[src/rtl/instr_fetch_unit.sv]
`default_nettype none
// ============================================================================
// Module   : instr_fetch_unit (with common_pkg)
// Brief    : RV64I fetch stage. Owns the PC, issues one word-aligned read at
//            a time and buffers returned instructions in a 2-entry queue that
//            feeds decode over valid/ready. Redirects flush the queue and
//            discard any in-flight response; misaligned targets park the
//            unit in a sticky fault state until reset.
// Revision : 1.0 - initial release
// ============================================================================

package common_pkg;
  typedef enum logic [6:0] {
    OPC_LOAD      = 7'b0000011,
    OPC_MISC_MEM  = 7'b0001111,
    OPC_OP_IMM    = 7'b0010011,
    OPC_AUIPC     = 7'b0010111,
    OPC_OP_IMM_32 = 7'b0011011,
    OPC_STORE     = 7'b0100011,
    OPC_OP        = 7'b0110011,
    OPC_LUI       = 7'b0110111,
    OPC_OP_32     = 7'b0111011,
    OPC_BRANCH    = 7'b1100011,
    OPC_JALR      = 7'b1100111,
    OPC_JAL       = 7'b1101111,
    OPC_SYSTEM    = 7'b1110011
  } opcode_t;
endpackage

module instr_fetch_unit
  import common_pkg::*;
#(
  parameter int unsigned     XLEN     = 64,
  parameter logic [XLEN-1:0] RESET_PC = '0
) (
  input  logic            clk,
  input  logic            rst_n,
  // instruction memory
  output logic            imem_req_valid,
  input  logic            imem_req_ready,
  output logic [XLEN-1:0] imem_req_addr,
  input  logic            imem_resp_valid,
  input  logic [31:0]     imem_resp_data,
  // decode side
  output logic            if_valid,
  input  logic            if_ready,
  output logic [31:0]     if_inst,
  output logic [XLEN-1:0] if_pc,
  output opcode_t         if_opcode,
  // redirect and fault
  input  logic            redirect_valid,
  input  logic [XLEN-1:0] redirect_pc,
  output logic            fault,
  output logic [XLEN-1:0] fault_pc
);

  typedef enum logic [1:0] {
    ST_ISSUE = 2'd0,  // nothing outstanding
    ST_WAIT  = 2'd1,  // one outstanding, response will be queued
    ST_DROP  = 2'd2,  // one outstanding, response will be discarded
    ST_FAULT = 2'd3   // misaligned redirect seen; frozen until reset
  } state_t;

  state_t          state;
  state_t          state_nxt;

  logic [XLEN-1:0] pc;
  logic [XLEN-1:0] req_pc;

  logic [XLEN-1:0] q_pc   [2];
  logic [31:0]     q_inst [2];
  logic            head;
  logic            tail;
  logic [1:0]      count;

  logic            accept;
  logic            redir_ok;
  logic            redir_bad;
  logic            flush;
  logic            push;
  logic            pop;

  // Redirects are ignored once faulted; alignment decides which kind it is.
  assign redir_ok  = redirect_valid && (state != ST_FAULT) && (redirect_pc[1:0] == 2'b00);
  assign redir_bad = redirect_valid && (state != ST_FAULT) && (redirect_pc[1:0] != 2'b00);
  assign flush     = redir_ok || redir_bad;

  // rst_n gates the request so nothing is offered while reset is held.
  assign imem_req_valid = rst_n && (state == ST_ISSUE) && (count < 2'd2) && !redirect_valid;
  assign imem_req_addr  = pc;
  assign accept         = imem_req_valid && imem_req_ready;

  // Any redirect in the same cycle as a response makes that response stale.
  assign push = (state == ST_WAIT) && imem_resp_valid && !redirect_valid;

  assign if_valid  = (count != 2'd0) && (state != ST_FAULT);
  assign if_inst   = q_inst[head];
  assign if_pc     = q_pc[head];
  assign if_opcode = opcode_t'(q_inst[head][6:0]);
  assign pop       = if_valid && if_ready;

  // FSM state register.
  always_ff @(posedge clk or negedge rst_n) begin
    if (!rst_n) begin
      state <= ST_ISSUE;
    end else begin
      state <= state_nxt;
    end
  end

  // FSM next state: track the single outstanding request and its fate.
  always_comb begin
    state_nxt = state;
    case (state)
      ST_ISSUE: if (accept) state_nxt = ST_WAIT;
      ST_WAIT: begin
        if (imem_resp_valid) state_nxt = ST_ISSUE;
        else if (redir_ok)   state_nxt = ST_DROP;
      end
      ST_DROP:  if (imem_resp_valid) state_nxt = ST_ISSUE;
      default:  state_nxt = ST_FAULT;
    endcase
    if (redir_bad) state_nxt = ST_FAULT;
  end

  // Program counter and the PC of the request in flight.
  always_ff @(posedge clk or negedge rst_n) begin
    if (!rst_n) begin
      pc     <= RESET_PC;
      req_pc <= '0;
    end else if (redir_ok) begin
      pc <= redirect_pc;
    end else if (accept) begin
      req_pc <= pc;
      pc     <= pc + XLEN'(4);
    end
  end

  // Two-entry instruction queue; a flush overrides any push or pop.
  always_ff @(posedge clk or negedge rst_n) begin
    if (!rst_n) begin
      q_pc[0]   <= '0;
      q_pc[1]   <= '0;
      q_inst[0] <= '0;
      q_inst[1] <= '0;
      head      <= 1'b0;
      tail      <= 1'b0;
      count     <= 2'd0;
    end else if (flush) begin
      head  <= 1'b0;
      tail  <= 1'b0;
      count <= 2'd0;
    end else begin
      if (push) begin
        q_pc[tail]   <= req_pc;
        q_inst[tail] <= imem_resp_data;
        tail         <= ~tail;
      end
      if (pop) begin
        head <= ~head;
      end
      count <= count + {1'b0, push} - {1'b0, pop};
    end
  end

  // Sticky fault flag and the offending target.
  always_ff @(posedge clk or negedge rst_n) begin
    if (!rst_n) begin
      fault    <= 1'b0;
      fault_pc <= '0;
    end else if (redir_bad) begin
      fault    <= 1'b1;
      fault_pc <= redirect_pc;
    end
  end

endmodule
`default_nettype wire

[config.mk]
export PLATFORM = sky130hd
export DESIGN_NAME = instr_fetch_unit
export DESIGN_NICKNAME = d
export VERILOG_FILES = /design/src/rtl/instr_fetch_unit.sv
export SDC_FILE = /design/constraint.sdc
export NUM_CORES = 1
export LEC_CHECK = 0
export BUFFER_PORTS_ARGS = -buffer_cell sky130_fd_sc_hd__buf_2
export CAP_MARGIN = 40
export CORE_UTILIZATION = 52
export DETAILED_ROUTE_END_ITERATION = 8
export GPL_ROUTABILITY_DRIVEN = 0
export PLACE_DENSITY_LB_ADDON = 0.2
export SKIP_CTS_REPAIR_TIMING = 1
export SYNTH_ARGS = -nofsm -noshare
export SYNTH_HDL_FRONTEND = slang
export SYNTH_SLANG_ARGS = --single-unit
[constraint.sdc]
create_clock -name clk -period 4.9 [get_ports clk]
set_clock_uncertainty 0.15 [all_clocks]
set_input_delay 0.245 -clock clk [delete_from_list [all_inputs] [get_ports clk]]
set_output_delay 0.245 -clock clk [all_outputs]
set_load 0.05 [all_outputs]
==> results.md, run 1 <==
- The flow ran to the end, but the final reports show violations.
- The checks that failed: negative hold slack.
- Port buffering added between 300 and 400 buffers.
- The worst register-to-register path begins at state[0].
- The root buffer cell is sky130_fd_sc_hd__clkbuf_16.
- The fraction of the cycle the final worst path needs is 0.635.
- Walking the worst path, the cells encountered are inv_1 > ha_1 > and4bb_2 > nand2_4 > nor4_1 > nand2_1 > o211ai_1 > o311ai_1.
- Of the total synthesized cell area, the portion taken by full adders, half adders and majority gates is 0.00511.
- The insertion delay to the later sink of the worst-skew pair is approximately 520 ps.
- The number of setup violations in the final report is 0.
- The residual overflow from global routing is 0.
- The synthesized flop and latch total is just under 400.
- The critical path startpoint category is a flip-flop.
- For hold timing, the worst endpoint is head.
- In this run the most critical hold path is launched from if_ready.
- The fraction of synthesized area in multiplexers is 0.233.
- The count of flip-flops with a built-in enable after synthesis is 0.
- The path category of the worst min-delay check is primary input to flip-flop.
- The residual DRC count is 0.
- The minimum clock period after layout is ~3100 ps.
- The summed negative setup slack over all endpoints is 0 ps.
- The depth of the worst register-to-register path is 8.
- The total area of multi-input combinational cells is roughly 0.0070 sq mm.
- For this configuration, the core starts out at a cell density of 0.528.
- The via count of the first global-routing pass came to ~12000.
- The worst path arrival time is 3360 ps.
- VDD sags by at most around 0.55 mV.
- The pin count of the biggest net entering global routing is ~170.
- The netlist uses between 50 and 60 different library cells.
- Max-cap violations in this run came to 0.
- Counting flops with an async set or reset pin after synthesis yields a share of 1.00.
- The gate count of the mapped netlist is 1406.
- The post-synthesis cell type with the largest combined area is sky130_fd_sc_hd__dfrtp_1.
- The xor and xnor fraction of the mapped netlist area is 0.00307.
- The final number of hold-violating endpoints is 1.
- The number of H-tree levels is 2.
- At the pin with the least slew margin, the transition time is just under 1000 ps.
- The synthesized-area fraction occupied by and/or/nand/nor cells is 0.117.
- The worst register-to-register path has a setup slack of 1790 ps.
- When the netlist entered floorplanning its net count stood at between 1500 and 2000.
- The fraction of the mapped netlist area in compound gates is 0.0478.
- Setup repair after global routing left no endpoint under its margin.
- Based on the critical path, the design can be clocked at up to 321 MHz.
- TritonCTS built the clock tree.
- The number of antenna violations at the first check in global routing is 3.
- Once detail routing completed, the nets flagged for antenna violations numbered 0.
- In the post-route analysis, the smallest setup slack over all paths is between 1500 and 2000 ps.
- The global-route wire length before repair is roughly 70 mm.
- The most used flip-flop cell after synthesis is sky130_fd_sc_hd__dfrtp_1.
- The final-stage net count is about 1900.
- Of the synthesized area, sequential elements account for 0.571.
- In the layout the commonest cells are sky130_fd_sc_hd__dfrtp_1, sky130_fd_sc_hd__mux2_2, sky130_fd_sc_hd__buf_2.
- The number of standard cells in the final layout excluding fillers is 2294.
- Sorting the synthesized cells by area gives the leading types as sky130_fd_sc_hd__dfrtp_1, sky130_fd_sc_hd__mux2_2, sky130_fd_sc_hd__nand2_1, sky130_fd_sc_hd__clkbuf_1, sky130_fd_sc_hd__o211ai_1.
- The ratio of routed vias to standard cells is 5.57.
- The top cell type's share of synthesized area is 0.571.
- The detail-routed net length per standard cell is 19.7 um.
- The count of pins over their slew limit is 0.
- The worst slew slack as a fraction of its limit is 0.358.
- The total routing usage reported by global routing is 0.260.
- The share of cells above drive strength 1 is 0.421.
- The largest family of logic cells by synthesized area is multiplexers.
- The number of core rows is between 60 and 70.
- The core footprint is 0.0325 sq mm.
- The worst hold path passes through 4 cells.
- During synthesis, Yosys emitted a total of 0 warnings.
- Counting every sink on the clock net gives ~390.
- STA classifies the critical path endpoint as a flip-flop.
- For the worst setup path, the data required time is roughly 5200 ps.
- Buffers inserted during clock tree synthesis total 42.
- The number of vias in the routed layout is about 13000.
- The floorplan step defined a die boundary enclosing around 0.034 sq mm.
- The area taken by flip-flops and latches is just under 0.01 sq mm.
- The destination of the worst register-to-register timing path is imem_req_addr[43].
- The area growth from synthesis to layout is 26.3%.
- In this run the cell area of the synthesized design comes to between 0.015 and 0.02 sq mm.
- The largest buffer count on any clock path is 3.
- The layout has roughly 2400 filler cells.
- Summed over all cells, the static leakage comes to roughly 11 nW.
- The minimum setup slack after placement is about 1800 ps.
- On the worst path, the slowest cell contributes a delay of 790 ps.
- about 340 I/O pins were placed.
- Dividing total power by cell area gives a power density of slightly above 700 mW/mm^2.
- The post-CTS clock slew at the launch and capture registers of the worst setup and hold paths is roughly 60 ps.
- Measured along the y axis, the die boundary spans between 150 and 200 um.
- In this run, placement finished with an instance count of about 2100.
- The first-pass iteration count of the detailed router is 5.
- Once detailed placement completed, the half-perimeter wirelength came to a little under 30 mm.
- The overall routed net length is 45.2 mm.
- The die is ~180 um wide.
- The critical path class is flip-flop to flip-flop.
- Along the worst path, the maximum fanout reaches 61.
- The commonest non-fill, non-tap cell in the layout is sky130_fd_sc_hd__dfrtp_1.
- The number of violations reported at the end of detailed-routing iteration 0 is 779.
- The slowest cell on the critical path is sky130_fd_sc_hd__nor4_1.
- The average cell area after synthesis is around 12 sq um.
- The tightest hold path in the finished design has a slack of -17.3 ps.
layout make-up:
type,count,share of cell area
diodes,3,0.000347
clock buffers,69,0.0589
clock inverters,6,0.00387
inverters,10,0.00173
multi-input cells,921,0.323
flip-flops and latches,391,0.452
well taps,442,0.0255
repair buffers,452,0.135
worst max-delay path by stage:
| stage | from | end | depth (start not counted) |
|---|---|---|---|
| final | state[0] | imem_req_addr[43] | 8 |
| after floorplan | state[0] | count[1] | 9 |
| after detailed placement | state[0] | state[1] | 9 |
| after CTS | state[0] | state[1] | 9 |
| after global routing | rst_n | imem_req_addr[43] | 8 |
| after global placement | state[0] | imem_req_addr[53] | 8 |
registers in the layout (all words and copies together) (netlist names):
register	flops
head	1
q_inst	64
req_pc	64
count	2
fault	1
fault_pc	64
imem_req_addr	64
tail	1
q_pc	128
state	2
layer usage:
metal | up-vias | GRT usage | part of all wire
met5 | - | 0 | 0
met4 | 0 | 0.0777 | 0.020
met3 | 68 | 0.0600 | 0.062
met2 | 410 | 0.419 | 0.48
met1 | 6491 | 0.351 | 0.43
li1 | 5813 | - | -
power by group:
group / total [mW] / switching (mW) / internal (mW)
combinational: 6.75 / 4.69 / 2.06
sequential: 5.51 / 1.04 / 4.48
clock: 3.11 / 1.24 / 1.88
total: 15.4 / 6.96 / 8.42
cell usage after synthesis, types with 4 or more instances:
master                     instances
sky130_fd_sc_hd__nand2_1         269
sky130_fd_sc_hd__ha_1              7
sky130_fd_sc_hd__clkbuf_1         59
sky130_fd_sc_hd__nand2b_1          6
sky130_fd_sc_hd__a21o_1            4
sky130_fd_sc_hd__a221o_1           7
sky130_fd_sc_hd__o211ai_1         28
sky130_fd_sc_hd__mux2_2          350
sky130_fd_sc_hd__mux2i_1           5
sky130_fd_sc_hd__dfrtp_1         391
sky130_fd_sc_hd__nor2_1           29
sky130_fd_sc_hd__xor2_1            4
sky130_fd_sc_hd__o21ai_0          27
sky130_fd_sc_hd__nand4b_1          4
sky130_fd_sc_hd__and3_1           21
sky130_fd_sc_hd__a22oi_1           6
sky130_fd_sc_hd__inv_1            10
sky130_fd_sc_hd__nor4_1            4
sky130_fd_sc_hd__nand4_1          22
sky130_fd_sc_hd__nor3_1            7
sky130_fd_sc_hd__a21oi_1          13
sky130_fd_sc_hd__buf_1             5
sky130_fd_sc_hd__o311ai_0         11
sky130_fd_sc_hd__buf_4             7
sky130_fd_sc_hd__buf_2            11
sky130_fd_sc_hd__nand3_1          38
sky130_fd_sc_hd__and2_1            9
sky130_fd_sc_hd__and4_1            5
sky130_fd_sc_hd__a31oi_1           6
logic make-up after synthesis:
group	count (synthesis)
buf+inv	94
mux	355
compound gates	117
xor+xnor	6
fa+ha+maj	7
simple gates	436
flops	391
through the flow:
stage,utilization,instance area (sq um),power [mW]
final,0.667,21700,15.4
after global routing,0.667,21600,16.1
after CTS,0.637,20700,15.4
after detailed placement,0.595,19300,12.2
after global placement,0.592,19200,12.0
after floorplan,-,17100,10.5
worst max-delay path, delay by kind of cell (launching register included):
kind	cells	cell delay [ps]
adders and majority gates	1	180
DFF	1	410
buffers and inverters	1	110
AOI/OAI and AO/OA	2	340
and+or+nand+nor	4	1730
Power figures use the tool's default switching activity.
==> run 2: changes to the inputs <==
--- a/config.mk
+++ b/config.mk
@@ -7,7 +7,7 @@
 export LEC_CHECK = 0
 export BUFFER_PORTS_ARGS = -buffer_cell sky130_fd_sc_hd__buf_2
 export CAP_MARGIN = 40
-export CORE_UTILIZATION = 52
+export CORE_UTILIZATION = 50
 export DETAILED_ROUTE_END_ITERATION = 8
 export GPL_ROUTABILITY_DRIVEN = 0
 export PLACE_DENSITY_LB_ADDON = 0.2
==> constraint.sdc (replaced) <==
create_clock -name clk -period 2.8 [get_ports clk]
set_clock_uncertainty 0.15 [all_clocks]
set_input_delay 0.14 -clock clk [delete_from_list [all_inputs] [get_ports clk]]
set_output_delay 0.14 -clock clk [all_outputs]
set_load 0.05 [all_outputs]
==> results.md, run 2 (synthesis gave the netlist of run 1 again) <==
- The flow ran to the end, but the final reports show violations.
- The final reports fail on negative hold slack.
- The worst slack on hold paths is -64.9 ps (-47.6 ps).
- The measured slew at the worst slew-check pin is 1090 ps (+131 ps).
- The worst setup path is captured at a flip-flop.
- The worst hold path terminates at tail.
- The first-pass iteration count of the detailed router is 5 (unchanged).
- The sum of met3 wire segment lengths after detailed routing is 2.71 mm (-3.3%).
- The worst slew slack as a fraction of its limit is 0.270 (-0.0872).
- The tightest min-delay check is of the primary input to flip-flop type.
- The total power per unit cell area is 1220 mW/mm^2 (+72%).
- The area of the die came to 0.0350 sq mm (+4.0%).
- The worst path arrival time is 2840 ps (-520 ps).
- The proportion of total power due to net switching is 0.456 (+0.00340).
- The number of H-tree levels is 2 (unchanged).
- The number of buffers inserted during clock tree synthesis is 41 (-2.4%).
- The final number of hold-violating endpoints is 1 (unchanged).
- TritonCTS built the clock tree.
- The insertion delay to the later sink of the worst-skew pair is 520 ps (about the same).
- The largest voltage drop on the vdd net is 0.897 mV (+64%).
- The global-route wire length before repair is 69.8 mm (+1.2%).
- The internal reg-to-reg setup slack was 190 ps (-1600 ps).
- The number of routed nets with antenna violations is 0 (unchanged).
- The start point of the worst min-delay path is imem_resp_valid.
- The number of setup violations in the final report came to 0 (unchanged).
- The pin count of the biggest net entering global routing is 188 (+9.3%).
- The maximum fanout along the worst path is 6 (-90%).
- The summed negative setup slack over all endpoints came to 0 ps (unchanged).
- The number of core rows is 67 (+1.5%).
- The clock group share of total power came to 0.192 (-0.011).
- The endpoint required time on the critical path is 3030 ps (-2120 ps).
- The count of pins over their slew limit is 0 (unchanged).
- The number of clock sinks seen by CTS is 391 (unchanged).
- The ratio of routed vias to standard cells came to 5.48 (-1.7%).
- The depth of the worst register-to-register path is 9 (+1).
- The initial standard-cell utilization of the core is 0.510 (-0.0183).
- The core footprint is 0.0336 sq mm (+3.6%).
- The top metal layer carrying routed signals is met4.
- The sequential group share of total power is 0.358 (about the same).
- Leaving out fill and tap cells, the most frequent cell in the layout is sky130_fd_sc_hd__dfrtp_1.
- The layout overhead on the synthesized area is 26.7%.
- The switching power of the nets is 12.1 mW (+74%).
- The share of cells above drive strength 1 is 0.427 (+0.00588).
- The fraction of the cycle the final worst path needs was 0.932 (+0.297).
- The count of buffers inserted at the top-level ports is 335 (unchanged).
- The setup path with the least slack is of type flip-flop to flip-flop.
- Setup repair after global routing left no endpoint under its margin.
- The root buffer cell is sky130_fd_sc_hd__clkbuf_16.
- The via count of the first global-routing pass came to 12500 (+1.3%).
- The residual DRC count is 0 (unchanged).
- The worst setup path is launched from a flip-flop.
- The worst hold path depth is 3 (-1).
- The detail-routed net length per standard cell came to 19.5 um (-1.3%).
- The post-CTS clock slew at the launch and capture registers of the worst setup and hold paths is 70 ps (about the same).
- The number of antenna violations at the first check in global routing is 1 (-2).
- The die height is 187 um (+2.0%).
- The final HPWL from detailed placement is 29.4 mm (+0.19%).
- The destination of the worst register-to-register timing path is imem_req_addr[43].
- The design internal power is 14.5 mW (+72%).
- The detailed route wirelength on metal2 is 21.9 mm (+0.38%).
- The minimum clock period after layout was 2610 ps (-503 ps).
- The total routing usage reported by global routing is 0.251 (-0.00923).
- The register containing the most flip-flops in the final layout is q_pc.
- The achievable frequency came to 383 MHz (+19%).
- The launching point of the worst reg2reg path is imem_req_addr[2].
- In the layout the commonest cells are sky130_fd_sc_hd__dfrtp_1, sky130_fd_sc_hd__mux2_2, sky130_fd_sc_hd__buf_2.
- The largest buffer count on any clock path is 3 (unchanged).
- The static power due to leakage is 10.9 nW (+0.51%).
- The number of max-cap violations is 0 (unchanged).
- The residual overflow from global routing came to 0 (unchanged).
- The number of violations reported at the end of detailed-routing iteration 0 is 763 (-2.1%).
- The flip-flop count of the largest register after layout was 128 (unchanged).
- The met1 wire length is 19.5 mm (-1.1%).
- The number of primary I/O pins is 336 (unchanged).
- The width of the die was 187 um (+2.0%).
- The logic gate share of total power was 0.450 (+0.011).
- The final core utilization is 0.646 (-0.0211).
- The final-stage net count was 1942 (+0.78%).
- The number of vias in the routed layout is 12700 (-0.97%).
- The overall routed net length came to 45.0 mm (-0.60%).
[run 2: cell types whose count changed in the layout (fill, tap and decap cells not counted), moves of 2 or more]
| cell | change |
|---|---|
| sky130_fd_sc_hd__bufinv_16 | -2 |
| sky130_fd_sc_hd__buf_12 | +7 |
| sky130_fd_sc_hd__diode_2 | -2 |
| sky130_fd_sc_hd__clkbuf_1 | -5 |
| sky130_fd_sc_hd__buf_16 | -2 |
| sky130_fd_sc_hd__dlygate4sd3_1 | +2 |
| sky130_fd_sc_hd__clkinv_2 | +3 |
| sky130_fd_sc_hd__clkbuf_16 | -4 |
| sky130_fd_sc_hd__clkbuf_8 | +4 |
| sky130_fd_sc_hd__buf_4 | +9 |
[run 2: critical path, cell delays in order, from the launching register on]
cell and delay, ps:
sky130_fd_sc_hd__dfrtp_1 360, sky130_fd_sc_hd__buf_4 150, sky130_fd_sc_hd__and3_1 230, sky130_fd_sc_hd__nand3_1 280, sky130_fd_sc_hd__buf_4 250, sky130_fd_sc_hd__nor4_1 410, sky130_fd_sc_hd__buf_4 220, sky130_fd_sc_hd__nand2_1 100
sky130_fd_sc_hd__o211ai_1 200, sky130_fd_sc_hd__o311ai_1 120
[run 2: worst max-delay path by stage]
stage                           startpoint                end
after floorplan                   state[0]           count[1]
final                     imem_req_addr[2]  imem_req_addr[43]
after global routing      imem_req_addr[2]  imem_req_addr[43]
after global placement    imem_req_addr[2]  imem_req_addr[56]
after detailed placement  imem_req_addr[2]  imem_req_addr[56]
after CTS                 imem_req_addr[2]  imem_req_addr[56]
[run 2: layer usage]
layer	vias to the layer above	track usage
met5	-	0
met4	0	0.0583
met3	64	0.0471
met2	398	0.408
met1	6375	0.350
li1	5821	-
[run 2: per-stage QoR]
| step | hold slack, ps | area, sq um | setup WS, ps | instances | total power, mW |
|---|---|---|---|---|---|
| finish | -64.9 | 21700 | 190 | 2310 | 26.6 |
| global route | 18.2 | 21700 | 24.3 | 2310 | 27.8 |
| CTS | -329 | 20700 | 133 | 2209 | 26.6 |
| detailed placement | 210 | 19500 | 178 | 2138 | 21.4 |
| global placement | 217 | 19500 | 265 | 2137 | 21.1 |
| floorplan | -306 | 17100 | 204 | 1406 | 18.3 |
[run 2: layout make-up]
type	instances	area [sq um]
sequential	391	9790
antenna	1	2.50
clock buffer	64	1210
fill	2636	11900
tap	448	561
clock inverter	7	38.8
timing repair buffer	468	3090
multi-input combinational	921	6990
inverter	10	37.5
[run 2: power by group through the flow]
stage | combinational [mW] | sequential, mW | clock, mW
finish | 11.9 | 9.51 | 5.11
global route | 12.5 | 9.82 | 5.44
CTS | 11.9 | 9.49 | 5.20
detailed placement | 11.8 | 9.56 | 0
global placement | 11.7 | 9.41 | 0
floorplan | 6.04 | 12.3 | 0
